File: src/rtl/wb_hyperram_mc.sv
// Wishbone-to-HyperBus memory controller: one 32-bit access per Wishbone cycle, fixed 2x latency.
// Optional read watchdog enabled by defining HB_TIMEOUT_EN.
module wb_hyperram_mc #(
  parameter int unsigned NUM_CS     = 2,
  parameter int unsigned MEM_ADDR_W = 23,
  parameter int unsigned LATENCY    = 6,
  parameter int unsigned TIMEOUT    = 64
) (
  input  logic              wb_clk_i,
  input  logic              wb_rst_i,
  input  logic              wbs_stb_i,
  input  logic              wbs_cyc_i,
  input  logic              wbs_we_i,
  input  logic [3:0]        wbs_sel_i,
  input  logic [31:0]       wbs_dat_i,
  input  logic [31:0]       wbs_adr_i,
  output logic              wbs_ack_o,
  output logic [31:0]       wbs_dat_o,
  output logic              hb_rstn_o,
  output logic [NUM_CS-1:0] hb_csn_o,
  output logic              hb_clk_o,
  output logic              hb_clkn_o,
  output logic              hb_rwds_o,
  output logic              hb_rwds_oen,
  input  logic              hb_rwds_i,
  output logic [7:0]        hb_dq_o,
  output logic              hb_dq_oen,
  input  logic [7:0]        hb_dq_i,
  output logic              err_o
);

  localparam int unsigned CS_W    = (NUM_CS > 1) ? $clog2(NUM_CS) : 1;
  localparam int unsigned CNT_W   = $clog2(4 * LATENCY + 8);
  localparam int unsigned WA_W    = MEM_ADDR_W - 1;
  localparam int unsigned LAT_CYC = 4 * LATENCY;

  typedef enum logic [2:0] {
    IDLE, CS_SETUP, CA, LAT, DATA_W, DATA_R, CS_HOLD, ACK
  } state_e;

  state_e              state_q, state_d;
  logic [CNT_W-1:0]    cnt_q, cnt_d;
  logic                we_q, we_d;
  logic [CS_W-1:0]     dev_q, dev_d;
  logic [47:0]         ca_q, ca_d;
  logic [31:0]         wdat_q, wdat_d;
  logic [3:0]          sel_q, sel_d;
  logic [31:0]         rd_buf_q, rd_buf_d;
  logic                abort_q, abort_d;
  logic                tmo_q, tmo_d;
  logic                rwds_prev_q;
  logic [NUM_CS-1:0]   csn_q, csn_d;
  logic                clk_q, clk_d;
  logic [7:0]          dq_q, dq_d;
  logic                dq_oen_q, dq_oen_d;
  logic                rwds_q, rwds_d;
  logic                rwds_oen_q, rwds_oen_d;
  logic                ack_q, ack_d;
  logic [31:0]         dat_q, dat_d;
  logic                rstn_q;
  logic                tmo_hit_c;
  logic [CS_W-1:0]     dev_sel_c;
  logic [WA_W-1:0]     word_addr_c;
  logic [47:0]         ca_word_c;
  logic                unused_adr_c;

  if (NUM_CS == 1) begin : g_single_cs
    assign dev_sel_c = '0;
  end else begin : g_multi_cs
    assign dev_sel_c = wbs_adr_i[MEM_ADDR_W +: CS_W];
  end

  assign word_addr_c  = wbs_adr_i[MEM_ADDR_W-1:1];
  assign ca_word_c    = {~wbs_we_i, 1'b0, 1'b1, 29'(word_addr_c >> 3), 13'd0, word_addr_c[2:0]};
  assign unused_adr_c = ^wbs_adr_i;

`ifdef HB_TIMEOUT_EN
  localparam int unsigned TMO_W = $clog2(TIMEOUT + 1);
  logic [TMO_W-1:0] tmo_cnt_q;
  logic             err_q;

  // Watchdog counts DATA_R cycles; it restarts from zero each time DATA_R is entered.
  always_ff @(posedge wb_clk_i) begin
    if (wb_rst_i) begin
      tmo_cnt_q <= '0;
      err_q     <= 1'b0;
    end else begin
      tmo_cnt_q <= (state_q == DATA_R) ? tmo_cnt_q + TMO_W'(1) : '0;
      if (tmo_hit_c) err_q <= 1'b1;
    end
  end

  assign tmo_hit_c = (state_q == DATA_R) && (tmo_cnt_q == TMO_W'(TIMEOUT));
  assign err_o     = err_q;
`else
  logic unused_tmo_c;
  assign unused_tmo_c = (TIMEOUT != 0);
  assign tmo_hit_c    = 1'b0;
  assign err_o        = 1'b0;
`endif

  // Next state, transaction context and registered-output next values.
  always_comb begin
    state_d  = state_q;
    cnt_d    = cnt_q;
    we_d     = we_q;
    dev_d    = dev_q;
    ca_d     = ca_q;
    wdat_d   = wdat_q;
    sel_d    = sel_q;
    rd_buf_d = rd_buf_q;
    abort_d  = abort_q;
    tmo_d    = tmo_q;
    dat_d    = dat_q;

    case (state_q)
      IDLE: begin
        if (wbs_stb_i && wbs_cyc_i) begin
          state_d = CS_SETUP;
          we_d    = wbs_we_i;
          dev_d   = dev_sel_c;
          ca_d    = ca_word_c;
          wdat_d  = wbs_dat_i;
          sel_d   = wbs_sel_i;
          abort_d = 1'b0;
          tmo_d   = 1'b0;
        end
      end
      CS_SETUP: begin
        state_d = CA;
        cnt_d   = '0;
      end
      CA: begin
        cnt_d = cnt_q + CNT_W'(1);
        if (cnt_q == CNT_W'(5)) begin
          state_d = LAT;
          cnt_d   = '0;
        end
      end
      LAT: begin
        cnt_d = cnt_q + CNT_W'(1);
        if (cnt_q == CNT_W'(LAT_CYC - 1)) begin
          state_d = we_q ? DATA_W : DATA_R;
          cnt_d   = '0;
        end
      end
      DATA_W: begin
        cnt_d = cnt_q + CNT_W'(1);
        if (cnt_q == CNT_W'(3)) state_d = CS_HOLD;
      end
      DATA_R: begin
        if (tmo_hit_c) begin
          state_d = CS_HOLD;
          tmo_d   = 1'b1;
        end else if (hb_rwds_i != rwds_prev_q) begin
          // Each RWDS edge carries one byte, stored in the same order writes are sent.
          case (cnt_q[1:0])
            2'd0:    rd_buf_d[15:8]  = hb_dq_i;
            2'd1:    rd_buf_d[7:0]   = hb_dq_i;
            2'd2:    rd_buf_d[31:24] = hb_dq_i;
            default: rd_buf_d[23:16] = hb_dq_i;
          endcase
          cnt_d = cnt_q + CNT_W'(1);
          if (cnt_q == CNT_W'(3)) state_d = CS_HOLD;
        end
      end
      CS_HOLD: begin
        state_d = ACK;
        if (!we_q) dat_d = tmo_q ? 32'hFFFF_FFFF : rd_buf_d;
      end
      default: state_d = IDLE;
    endcase

    if (state_q != IDLE && !wbs_cyc_i) abort_d = 1'b1;

    csn_d      = '1;
    clk_d      = 1'b0;
    dq_d       = 8'h00;
    rwds_d     = 1'b0;
    dq_oen_d   = 1'b1;
    rwds_oen_d = 1'b1;
    ack_d      = (state_d == ACK) && !abort_d;

    if (state_d inside {CS_SETUP, CA, LAT, DATA_W, DATA_R})
      csn_d = ~(NUM_CS'(1) << dev_d);
    if (state_d inside {CA, LAT, DATA_W, DATA_R})
      clk_d = (state_q == CS_SETUP) ? 1'b1 : ~clk_q;

    if (state_d == CA) begin
      dq_oen_d = 1'b0;
      case (cnt_d[2:0])
        3'd0:    dq_d = ca_d[47:40];
        3'd1:    dq_d = ca_d[39:32];
        3'd2:    dq_d = ca_d[31:24];
        3'd3:    dq_d = ca_d[23:16];
        3'd4:    dq_d = ca_d[15:8];
        default: dq_d = ca_d[7:0];
      endcase
    end

    if (state_d == DATA_W) begin
      dq_oen_d   = 1'b0;
      rwds_oen_d = 1'b0;
      case (cnt_d[1:0])
        2'd0:    begin dq_d = wdat_d[15:8];  rwds_d = ~sel_d[1]; end
        2'd1:    begin dq_d = wdat_d[7:0];   rwds_d = ~sel_d[0]; end
        2'd2:    begin dq_d = wdat_d[31:24]; rwds_d = ~sel_d[3]; end
        default: begin dq_d = wdat_d[23:16]; rwds_d = ~sel_d[2]; end
      endcase
    end
  end

  always_ff @(posedge wb_clk_i) begin
    if (wb_rst_i) begin
      state_q     <= IDLE;
      cnt_q       <= '0;
      we_q        <= 1'b0;
      dev_q       <= '0;
      ca_q        <= '0;
      wdat_q      <= '0;
      sel_q       <= '0;
      rd_buf_q    <= '0;
      abort_q     <= 1'b0;
      tmo_q       <= 1'b0;
      rwds_prev_q <= 1'b0;
      csn_q       <= '1;
      clk_q       <= 1'b0;
      dq_q        <= 8'h00;
      dq_oen_q    <= 1'b1;
      rwds_q      <= 1'b0;
      rwds_oen_q  <= 1'b1;
      ack_q       <= 1'b0;
      dat_q       <= '0;
    end else begin
      state_q     <= state_d;
      cnt_q       <= cnt_d;
      we_q        <= we_d;
      dev_q       <= dev_d;
      ca_q        <= ca_d;
      wdat_q      <= wdat_d;
      sel_q       <= sel_d;
      rd_buf_q    <= rd_buf_d;
      abort_q     <= abort_d;
      tmo_q       <= tmo_d;
      rwds_prev_q <= hb_rwds_i;
      csn_q       <= csn_d;
      clk_q       <= clk_d;
      dq_q        <= dq_d;
      dq_oen_q    <= dq_oen_d;
      rwds_q      <= rwds_d;
      rwds_oen_q  <= rwds_oen_d;
      ack_q       <= ack_d;
      dat_q       <= dat_d;
    end
  end

  always_ff @(posedge wb_clk_i) begin
    rstn_q <= ~wb_rst_i;
  end

  assign wbs_ack_o   = ack_q;
  assign wbs_dat_o   = dat_q;
  assign hb_rstn_o   = rstn_q;
  assign hb_csn_o    = csn_q;
  assign hb_clk_o    = clk_q;
  assign hb_clkn_o   = ~clk_q;
  assign hb_dq_o     = dq_q;
  assign hb_dq_oen   = dq_oen_q;
  assign hb_rwds_o   = rwds_q;
  assign hb_rwds_oen = rwds_oen_q;

endmodule
File: config.mk
export PLATFORM = sky130hd
export DESIGN_NAME = wb_hyperram_mc
export DESIGN_NICKNAME = d
export VERILOG_FILES = /design/src/rtl/wb_hyperram_mc.sv
export SDC_FILE = /design/constraint.sdc
export NUM_CORES = 1
export LEC_CHECK = 0
export ABC_AREA = 1
export CORE_UTILIZATION = 52
export DETAILED_ROUTE_END_ITERATION = 10
export HOLD_SLACK_MARGIN = 0.12
export PLACE_DENSITY = 0.79
export SKIP_CTS_REPAIR_TIMING = 1
export SYNTH_ARGS = -nofsm -noshare
export SYNTH_HDL_FRONTEND = slang
export SYNTH_SLANG_ARGS = --single-unit
export TNS_END_PERCENT = 1
File: constraint.sdc
create_clock -name wb_clk_i -period 2.3 [get_ports wb_clk_i]
set_input_delay 0.46 -clock wb_clk_i [delete_from_list [all_inputs] [get_ports wb_clk_i]]
set_output_delay 0.46 -clock wb_clk_i [all_outputs]
set_load 0.02 [all_outputs]
==> impl_results.md, run 1 <==
- Vias in the first global route: between 6000 and 7000
- Initial core utilization: 0.542
- Drc violations: 0
- Slowest cell on the critical path: dfxtp_2
- Most frequent cells in the layout: nor2_1 (198), nand2_1 (185), dfxtp_1 (175)
- Total GRT Usage: 0.259
- Setup violations, final: 0
- P&R area growth vs syn: 34.6%
- Register bit total from synthesis: roughly 180
- Clock buffer count from CTS: 17
- Actual slew at the worst max-slew pin: about 940 ps
- Placer Congestion: ~0.9
- CTS tree: done
- Final Net Count: 1239
- First-pass iteration count of the detailed router: 7
- Initial antenna violation count: 0
- Antenna Nets Post-Route: 0
- FP Rows: 42
- Delay-heaviest family, CP: simple AND/OR/NAND/NOR gates
- Status: complete, no violations
- CP arrival: 2530 ps
- Bufs and invs on worst path: 2
- Final TNS setup: 0 ps
- Crit share post-route: 0.947
- Mean Syn Cell Area: about 7.5 µm²
- Total gr overflow: 0
- Yosys cell types: 39
- MaxCap Viol Count: 0
- Slew Viols, Final: 0
- Clock Skews: approximately 7.2 ps
- HPWL after DPL: between 10000 and 15000 µm
- CP required: about 2700 ps
- H-tree levels: 4
- Vias: approximately 7000
- Cell area after synthesis: between 7000 and 8000 µm²
- Layout cells sized above 1: 0.146
- Core ar.: about 14000 µm²
- Total Routed Length: 18400 µm
- Total power: roughly 6900 µW
- Root Buffer: clkbuf_16
- Max FO, Critical Path: 5
- First-pass GRT wire length: between 20000 and 30000 µm
- Design Area, Final: between 9000 and 10000 µm²
- Power per Cell Area: 698 nW/µm²
- Slowest stage delay, CP: between 300 and 400 ps
- Clock Latency Late Sink: ~430 ps
- Die footprint: around 15000 µm²
- CP Launch Type: flop
- Most common cell after layout, fill and taps aside: nor2_1
- IO buf count: 121
- Synth Instances: ~1000
- Largest net degree at the start of global routing: 55
- Iter 0 DRT Violations: roughly 540
- LEAKAGE: ~0.0044 µW
- Fin cells: 1342
- WL per Instance: 13.7 µm
- Setup crit end kind: flop
- Yosys warnings: 0
- Longest Clk Path Bufs: 2
- Die width: 121 µm
- Final Hold Fails: 0
- Sequential fraction of the synthesis area: 0.482
- Max transition margin: 0.370
- DIE HEIGHT: about 120 µm
- Placed cells: about 1300
- Maximum vdd drop: 0.472 mV
- Final min period: approximately 2200 ps
- Via density: between 5 and 6
- Flop-to-flop setup slack: roughly 120 ps
- Antenna diodes: 0
- Io pins: 132
- Hold WC Path Type: in -> reg
- Worst-path cell chain: inv_1 -> ha_2 -> nand2_1 -> inv_1 -> nand2_1 -> nand2_2 -> nand3_4 -> a21oi_4 -> nand2_4 -> or2_0 -> nand3_2 -> nand3_1 -> a21oi_1
- Highest Clock Rate: between 400 and 500 MHz
- Syn Nets: ~1100
- Crit Path Category: reg -> reg
- Clock-pin slew on the worst setup and hold paths: roughly 70 ps
- Clk sinks: 176
- Post-DP Area: 9130 µm²
## where the power goes
| part | leakage, µW | switching (µW) | internal, µW |
|---|---|---|---|
| combinational | 0.00266 | 467 | 411 |
| clock | 0.000285 | 1190 | 1660 |
| sequential | 0.00143 | 23.4 | 3130 |
| total | 0.00437 | 1680 | 5190 |
## worst reg2reg max path, delay by kind of cell (launching register included)
family / cells / cell delay, ps
AOI/OAI and AO/OA: 2 / 470
adders and majority gates: 1 / 190
buffers and inverters: 2 / 160
DFF: 1 / 350
and+or+nand+nor: 8 / 940
## cells by family (layout without fill, tap and decap cells)
group	after synthesis	after routing	share of synthesized area
AND/OR/NAND/NOR	517	518	0.306
flip-flops	176	176	0.482
AO/OA/AOI/OAI	146	146	0.105
buffers and inverters	114	299	0.0703
multiplexers	20	20	0.0274
adder cells (fa/ha/maj)	4	4	0.00684
XOR/XNOR	2	2	0.00240
other	1	1	0.000513
## sequential cells by signal, indices dropped and copies added, names as in the netlist, 2 cells and up
name       flops
sel_q          4
rd_buf_q      32
hb_dq_o        8
state_q        3
hb_csn_o       2
wbs_dat_o     32
ca_q          48
wdat_q        32
cnt_q          5
## per-stage QoR
stage / setup slack (ps) / utilization / hold WS (ps)
global route: -43.6 / 0.729 / 404
CTS: 47.2 / 0.720 / 385
floorplan: 275 / - / 418
detailed placement: -231 / 0.676 / 432
global placement: -179 / 0.676 / 429
finish: 121 / 0.729 / 396
## cell type report
cell class                      instances  area [µm²]
Fill cell                            1048        3660
Sequential cell                       176        3520
Multi-Input combinational cell        691        3350
Timing Repair Buffer                  208        1950
Clock buffer                           19         453
Inverter                               59         221
Tap cell                              176         220
Clock inverter                         13         138
## path summary, 6_finish.rpt
check,from,endpoint,depth (start not counted)
setup reg to reg,cnt_q[1],hb_dq_o[4],13
setup / recovery,cnt_q[1],hb_dq_o[4],13
hold reg to reg,ca_q[39],ca_q[39],2
hold / removal,wb_rst_i,ca_q[4],2
## metal layers
metal  wire [µm]  vias to the layer above  track usage
met5           0                        -            0
li1            -                     3490            -
met3         935                       41       0.0472
met4         495                        0        0.110
met2        8860                      236        0.436
met1        8120                     3118        0.323
## Yosys cell counts, drive strengths merged
master | number | share of area
nand2 | 195 | 0.10
nor3 | 10 | 0.0068
buf | 28 | 0.026
inv | 57 | 0.029
nand3 | 49 | 0.034
nor3b | 1 | 0.0010
nand3b | 2 | 0.0021
clkbuf | 27 | 0.014
o21ai | 81 | 0.055
clkinv | 2 | 0.0010
ha | 4 | 0.0068
or2 | 23 | 0.020
nand4 | 23 | 0.020
xor2 | 2 | 0.0024
a21oi | 57 | 0.041
o211ai | 1 | 0.0010
nor2 | 206 | 0.11
conb | 1 | 0.00051
and3 | 1 | 0.00086
mux2i | 20 | 0.027
a21boi | 1 | 0.0010
o21bai | 6 | 0.0062
dfxtp | 176 | 0.48
and2 | 7 | 0.0060
Note: power is estimated with default switching activity, not from simulation.
==> run 2, diff against run 1 <==
- MAX_ROUTING_LAYER: unset -> met4
- SLEW_MARGIN: unset -> 20
==> run 2 against run 1 <==
Against the previous run: non-clock buffer count down 8; setup slack better by 27 ps; via count up 0.61%; critical path type unchanged.
==> impl_results.md, run 2 (synthesis results as in run 1) <==
- Status: complete, no violations
- Drc violations: 0
- Power per Cell Area: slightly above 700 nW/µm²
- Most frequent cells in the layout: nor2_1 (198), nand2_1 (185), dfxtp_1 (174)
- Clock Skews: roughly 17 ps
- Switching part of the total power: 0.232
- Max FO, Critical Path: 8
- Util after Layout: 0.730
- Highest Clock Rate: 465 MHz
- Final setup margin: approximately 150 ps
- Slew Viols, Final: 0
- FP Rows: between 40 and 50
- Final Hold Fails: 0
- Final Net Count: approximately 1200
- Clock-pin slew on the worst setup and hold paths: 70 ps
- Io pins: approximately 130
- CP Launch Type: flop
- Iter 0 DRT Violations: 599
- IO buf count: ~120
- Worst hold stages: 2
- Clock Latency Late Sink: between 400 and 500 ps
- MaxCap Viol Count: 0
- Comb pwr share: 0.120
- Largest register FFs: 48
- Initial antenna violation count: 0
- Root Buffer: clkbuf_16
- Largest net degree at the start of global routing: 119
- Vias in the first global route: approximately 6500
- Flop-to-flop setup slack: approximately 150 ps
- Layout cells sized above 1: 0.136
- CP arrival: 2520 ps
- Hold path startpoint: ca_q[37]
- Setup crit start: cnt_q[1]
- Most common cell after layout, fill and taps aside: nor2_1
- P_sw: around 1700 µW
- Vias: 6927
- Crit Path Category: reg -> reg
- HPWL after DPL: between 10000 and 15000 µm
- Setup violations, final: 0
- Setup crit end kind: flop
- Maximum vdd drop: 0.482 mV
- Fin cells: around 1300
- DIE HEIGHT: approximately 120 µm
- Max transition margin: 0.386
- Placer Congestion: around 0.9
- Filler cell count: roughly 1100
- Clk pwr share: 0.439
- Final min period: roughly 2200 ps
- Hold slack: around 450 ps
- Hold WC Path Type: reg -> reg
- Core ar.: 13500 µm²
- Antenna Nets Post-Route: 0
- Seq pwr share: 0.441
- First-pass iteration count of the detailed router: 5
- H-tree levels: 4
- Initial core utilization: 0.542
- WL per Instance: 14.2 µm
- Internal cell power: approximately 5500 µW
- Die footprint: about 15000 µm²
- Crit share post-route: 0.936
- Longest Clk Path Bufs: 2
- Total GRT Usage: 0.272
- FF-to-FF Start: cnt_q[1]
- Total Routed Length: approximately 19000 µm
- Actual slew at the worst max-slew pin: approximately 920 ps
- CP required: roughly 2700 ps
- RSZ-0062 raised after global routing: false
- P&R area growth vs syn: 34.8%
- Clk sinks: around 180
- First-pass GRT wire length: between 30000 and 40000 µm
- Pre-CTS setup slack: -219 ps
- CTS tree: done
- Placed cells: between 1000 and 1500
- Top reg by flops: ca_q
- Worst r2r path cells: 15
- Die width: 121 µm
- Total gr overflow: 0
- LEAKAGE: about 0.0044 µW
- Via density: 5.20
- Antenna diodes: 0
- Clock buffer count from CTS: 17
-- run 2: metal layers --
metal,routed length (µm),vias up,share of wire,track usage
li1,-,3469,-,-
met1,8370,3189,0.44,0.327
met2,9080,228,0.48,0.444
met3,825,41,0.044,0.0491
met4,628,0,0.033,0.127
met5,0,-,0,-
-- run 2: layout make-up --
| class | instances | area, µm² | area share |
|---|---|---|---|
| clock buffers | 24 | 502 | 0.0509 |
| inverters | 59 | 221 | 0.0225 |
| well taps | 176 | 220 | 0.0223 |
| clock inverters | 8 | 150 | 0.0152 |
| repair buffers | 200 | 1920 | 0.195 |
| flip-flops and latches | 176 | 3530 | 0.358 |
| multi-input cells | 690 | 3320 | 0.336 |
-- run 2: worst max-delay path, stage by stage, from the launching register on --
cell and delay (ps):
dfxtp_2 350, inv_2 70, ha_1 170, nand2_1 50, inv_1 50, nand2_1 70, nand2_2 130, nand3_2 120
a21oi_4 310, buf_12 170, nand2_2 100, o21ai_1 160, inv_1 60, nand2_1 70, nand2_1 60, a21oi_1 130
-- run 2: path summary, 6_finish.rpt --
kind	end
setup / recovery	hb_dq_o[6]
hold / removal	ca_q[37]
setup reg to reg	hb_dq_o[6]
hold reg to reg	ca_q[37]
-- run 2: power groups by stage --
| stage | Combinational (µW) | Sequential [µW] | Clock, µW |
|---|---|---|---|
| floorplan | 433 | 3220 | 0 |
| global placement | 829 | 3210 | 0 |
| detailed placement | 842 | 3220 | 0 |
| CTS | 850 | 3150 | 3170 |
| global route | 929 | 3160 | 3300 |
| finish | 860 | 3150 | 3140 |
-- run 2: metrics by stage --
stage               TNS (ps)  total power (µW)  instance area, µm²
floorplan                  0              3660                7310
global placement       -1180              4040                9120
detailed placement     -1510              4060                9120
CTS                        0              7170                9780
global route               0              7390                9860
finish                     0              7150                9860
==> run 3, diff against run 2 <==
- CAP_MARGIN: unset -> 20
- PLACE_DENSITY: 0.79 -> unset
- PLACE_DENSITY_LB_ADDON: unset -> 0.15
==> run 3 against run 2 <==
Against the previous run: hold slack got worse by 6.2 ps; die area unchanged; largest power group unchanged; first-iteration DRC count decreased by 16%; routed wire length decreased by 4.0%; flip-flop and latch count unchanged; total power decreased by 3.4%; count of clock-buffer cells in the layout decreased by 3; via count decreased by 2.8%; critical endpoint is now hb_dq_o[4]; clock power decreased by 6.7%; utilization decreased by 0.70 points; register-to-register slack improved by 20 ps; critical path depth decreased by 3.
==> impl_results.md, run 3 (synthesis results as in run 1) <==
- Slew Viols, Final: 0
- Hold Crit Endpoint: ca_q[8]
- Flop-to-flop setup slack: roughly 170 ps
- Filler cell count: roughly 1100
- Max FO, Critical Path: 7
- Worst hold stages: 2
- First-pass GRT wire length: 30200 µm
- Util after Layout: 0.723
- Vias: 6735
- Pre-CTS setup slack: -231 ps
- DIE HEIGHT: between 100 and 150 µm
- Register area: 3520 µm²
- Power per Cell Area: roughly 710 nW/µm²
- Total Routed Length: 18100 µm
- Most common cell after layout, fill and taps aside: nor2_1
- Most frequent cells in the layout: nor2_1 (198), nand2_1 (182), dfxtp_1 (176)
- Seq pwr share: 0.457
- Final min period: 2140 ps
- Clock Latency Late Sink: 430 ps
- Final TNS setup: 0 ps
- CP arrival: roughly 2500 ps
- Clock buffer count from CTS: 17
- Die width: ~120 µm
- Top reg by flops: ca_q
- CTS tree: done
- WL per Instance: approximately 14 µm
- Total gr overflow: 0
- Clock Skews: roughly 6.3 ps
- Actual slew at the worst max-slew pin: 590 ps
- Hold WC Path Type: reg -> reg
- Reg-to-reg critical path endpoint: hb_dq_o[2]
- LEAKAGE: 0.00430 µW
- Total power: between 6000 and 7000 µW
- Iter 0 DRT Violations: 502
- CP required: roughly 2700 ps
- Comb pwr share: 0.119
- CP Launch Type: input pin
- Io pins: ~130
- Maximum vdd drop: 0.533 mV
- Longest Clk Path Bufs: 2
- Crit share post-route: 0.928
- Setup violations, final: 0
- Highest Clock Rate: around 470 MHz
- Via density: between 5 and 6
- Layout cells sized above 1: 0.133
- Die footprint: 14500 µm²
- Largest register FFs: 48
- MaxCap Viol Count: 0
- Status: complete, no violations
- P&R area growth vs syn: 33.5%
- Total GRT Usage: 0.272
- Antenna Nets Post-Route: 0
- Drc violations: 0
- FF-to-FF Start: state_q[0]
- Root Buffer: clkbuf_16
- HPWL after DPL: about 12000 µm
- Initial core utilization: 0.542
- Setup crit end kind: flop
- First-pass iteration count of the detailed router: 6
- Hold path startpoint: ca_q[8]
- P_sw: approximately 1600 µW
- Vias in the first global route: between 6000 and 7000
- Final Hold Fails: 0
- Internal cell power: approximately 5300 µW
- Switching part of the total power: 0.234
- Worst r2r path cells: 13
- Final setup margin: about 160 ps
- Multi-input gate area: about 3300 µm²
- Largest net degree at the start of global routing: approximately 120
- FP Rows: 42
- Placer Congestion: approximately 0.85
- IO buf count: approximately 120
- Clk pwr share: 0.424
- Antenna diodes: 0
- Core ar.: 13500 µm²
- Clk sinks: between 150 and 200
- Initial antenna violation count: 0
- H-tree levels: 4
- Clock-pin slew on the worst setup and hold paths: roughly 60 ps
- Crit Path Category: in -> reg
- Final Net Count: about 1200
- Max transition margin: 0.607
-- run 3: per-stage QoR --
step / std cells / hold slack (ps) / instance area [µm²]
3_3_place_gp: 1296 / 428 / 9110
5_1_grt: 1329 / 452 / 9770
2_1_floorplan: 980 / 418 / 7310
3_5_place_dp: 1296 / 429 / 9110
4_1_cts: 1327 / 439 / 9720
6_report: 1329 / 441 / 9770
-- run 3: cell type report --
class                      instances  share of cell area
sequential                       176               0.361
timing repair buffer             197               0.193
multi-input combinational        690               0.339
inverter                          59              0.0227
clock inverter                    10              0.0138
clock buffer                      21              0.0482
tap                              176              0.0225
-- run 3: worst max-delay path by stage --
stage	startpoint	to
2_1_floorplan	cnt_q[1]	hb_dq_o[7]
3_3_place_gp	hb_rwds_i	hb_dq_o[2]
3_5_place_dp	hb_rwds_i	hb_dq_o[2]
4_1_cts	hb_rwds_i	hb_dq_o[2]
5_1_grt	cnt_q[1]	hb_dq_o[3]
6_report	hb_rwds_i	hb_dq_o[4]
-- run 3: layer usage --
layer,track usage,routed length (µm)
met5,-,0
met4,0.107,445
met3,0.0495,793
met2,0.466,9080
met1,0.314,7820
-- run 3: power by group through the flow --
stage          clock network, µW  logic, µW  registers [µW]
2_1_floorplan                  0        433            3220
3_3_place_gp                   0        792            3220
3_5_place_dp                   0        801            3220
4_1_cts                     2970        809            3150
5_1_grt                     3100        897            3160
6_report                    2930        823            3150
-- run 3: critical path, stage by stage --
cell,delay (ps)
clkdlybuf4s50_1,500
inv_1,70
nand2_1,80
nand3_1,120
nand2_2,130
nand4_1,170
nand2_4,210
nand2_2,100
or2_1,230
nand3_1,160
nand3_1,90
a21oi_1,150
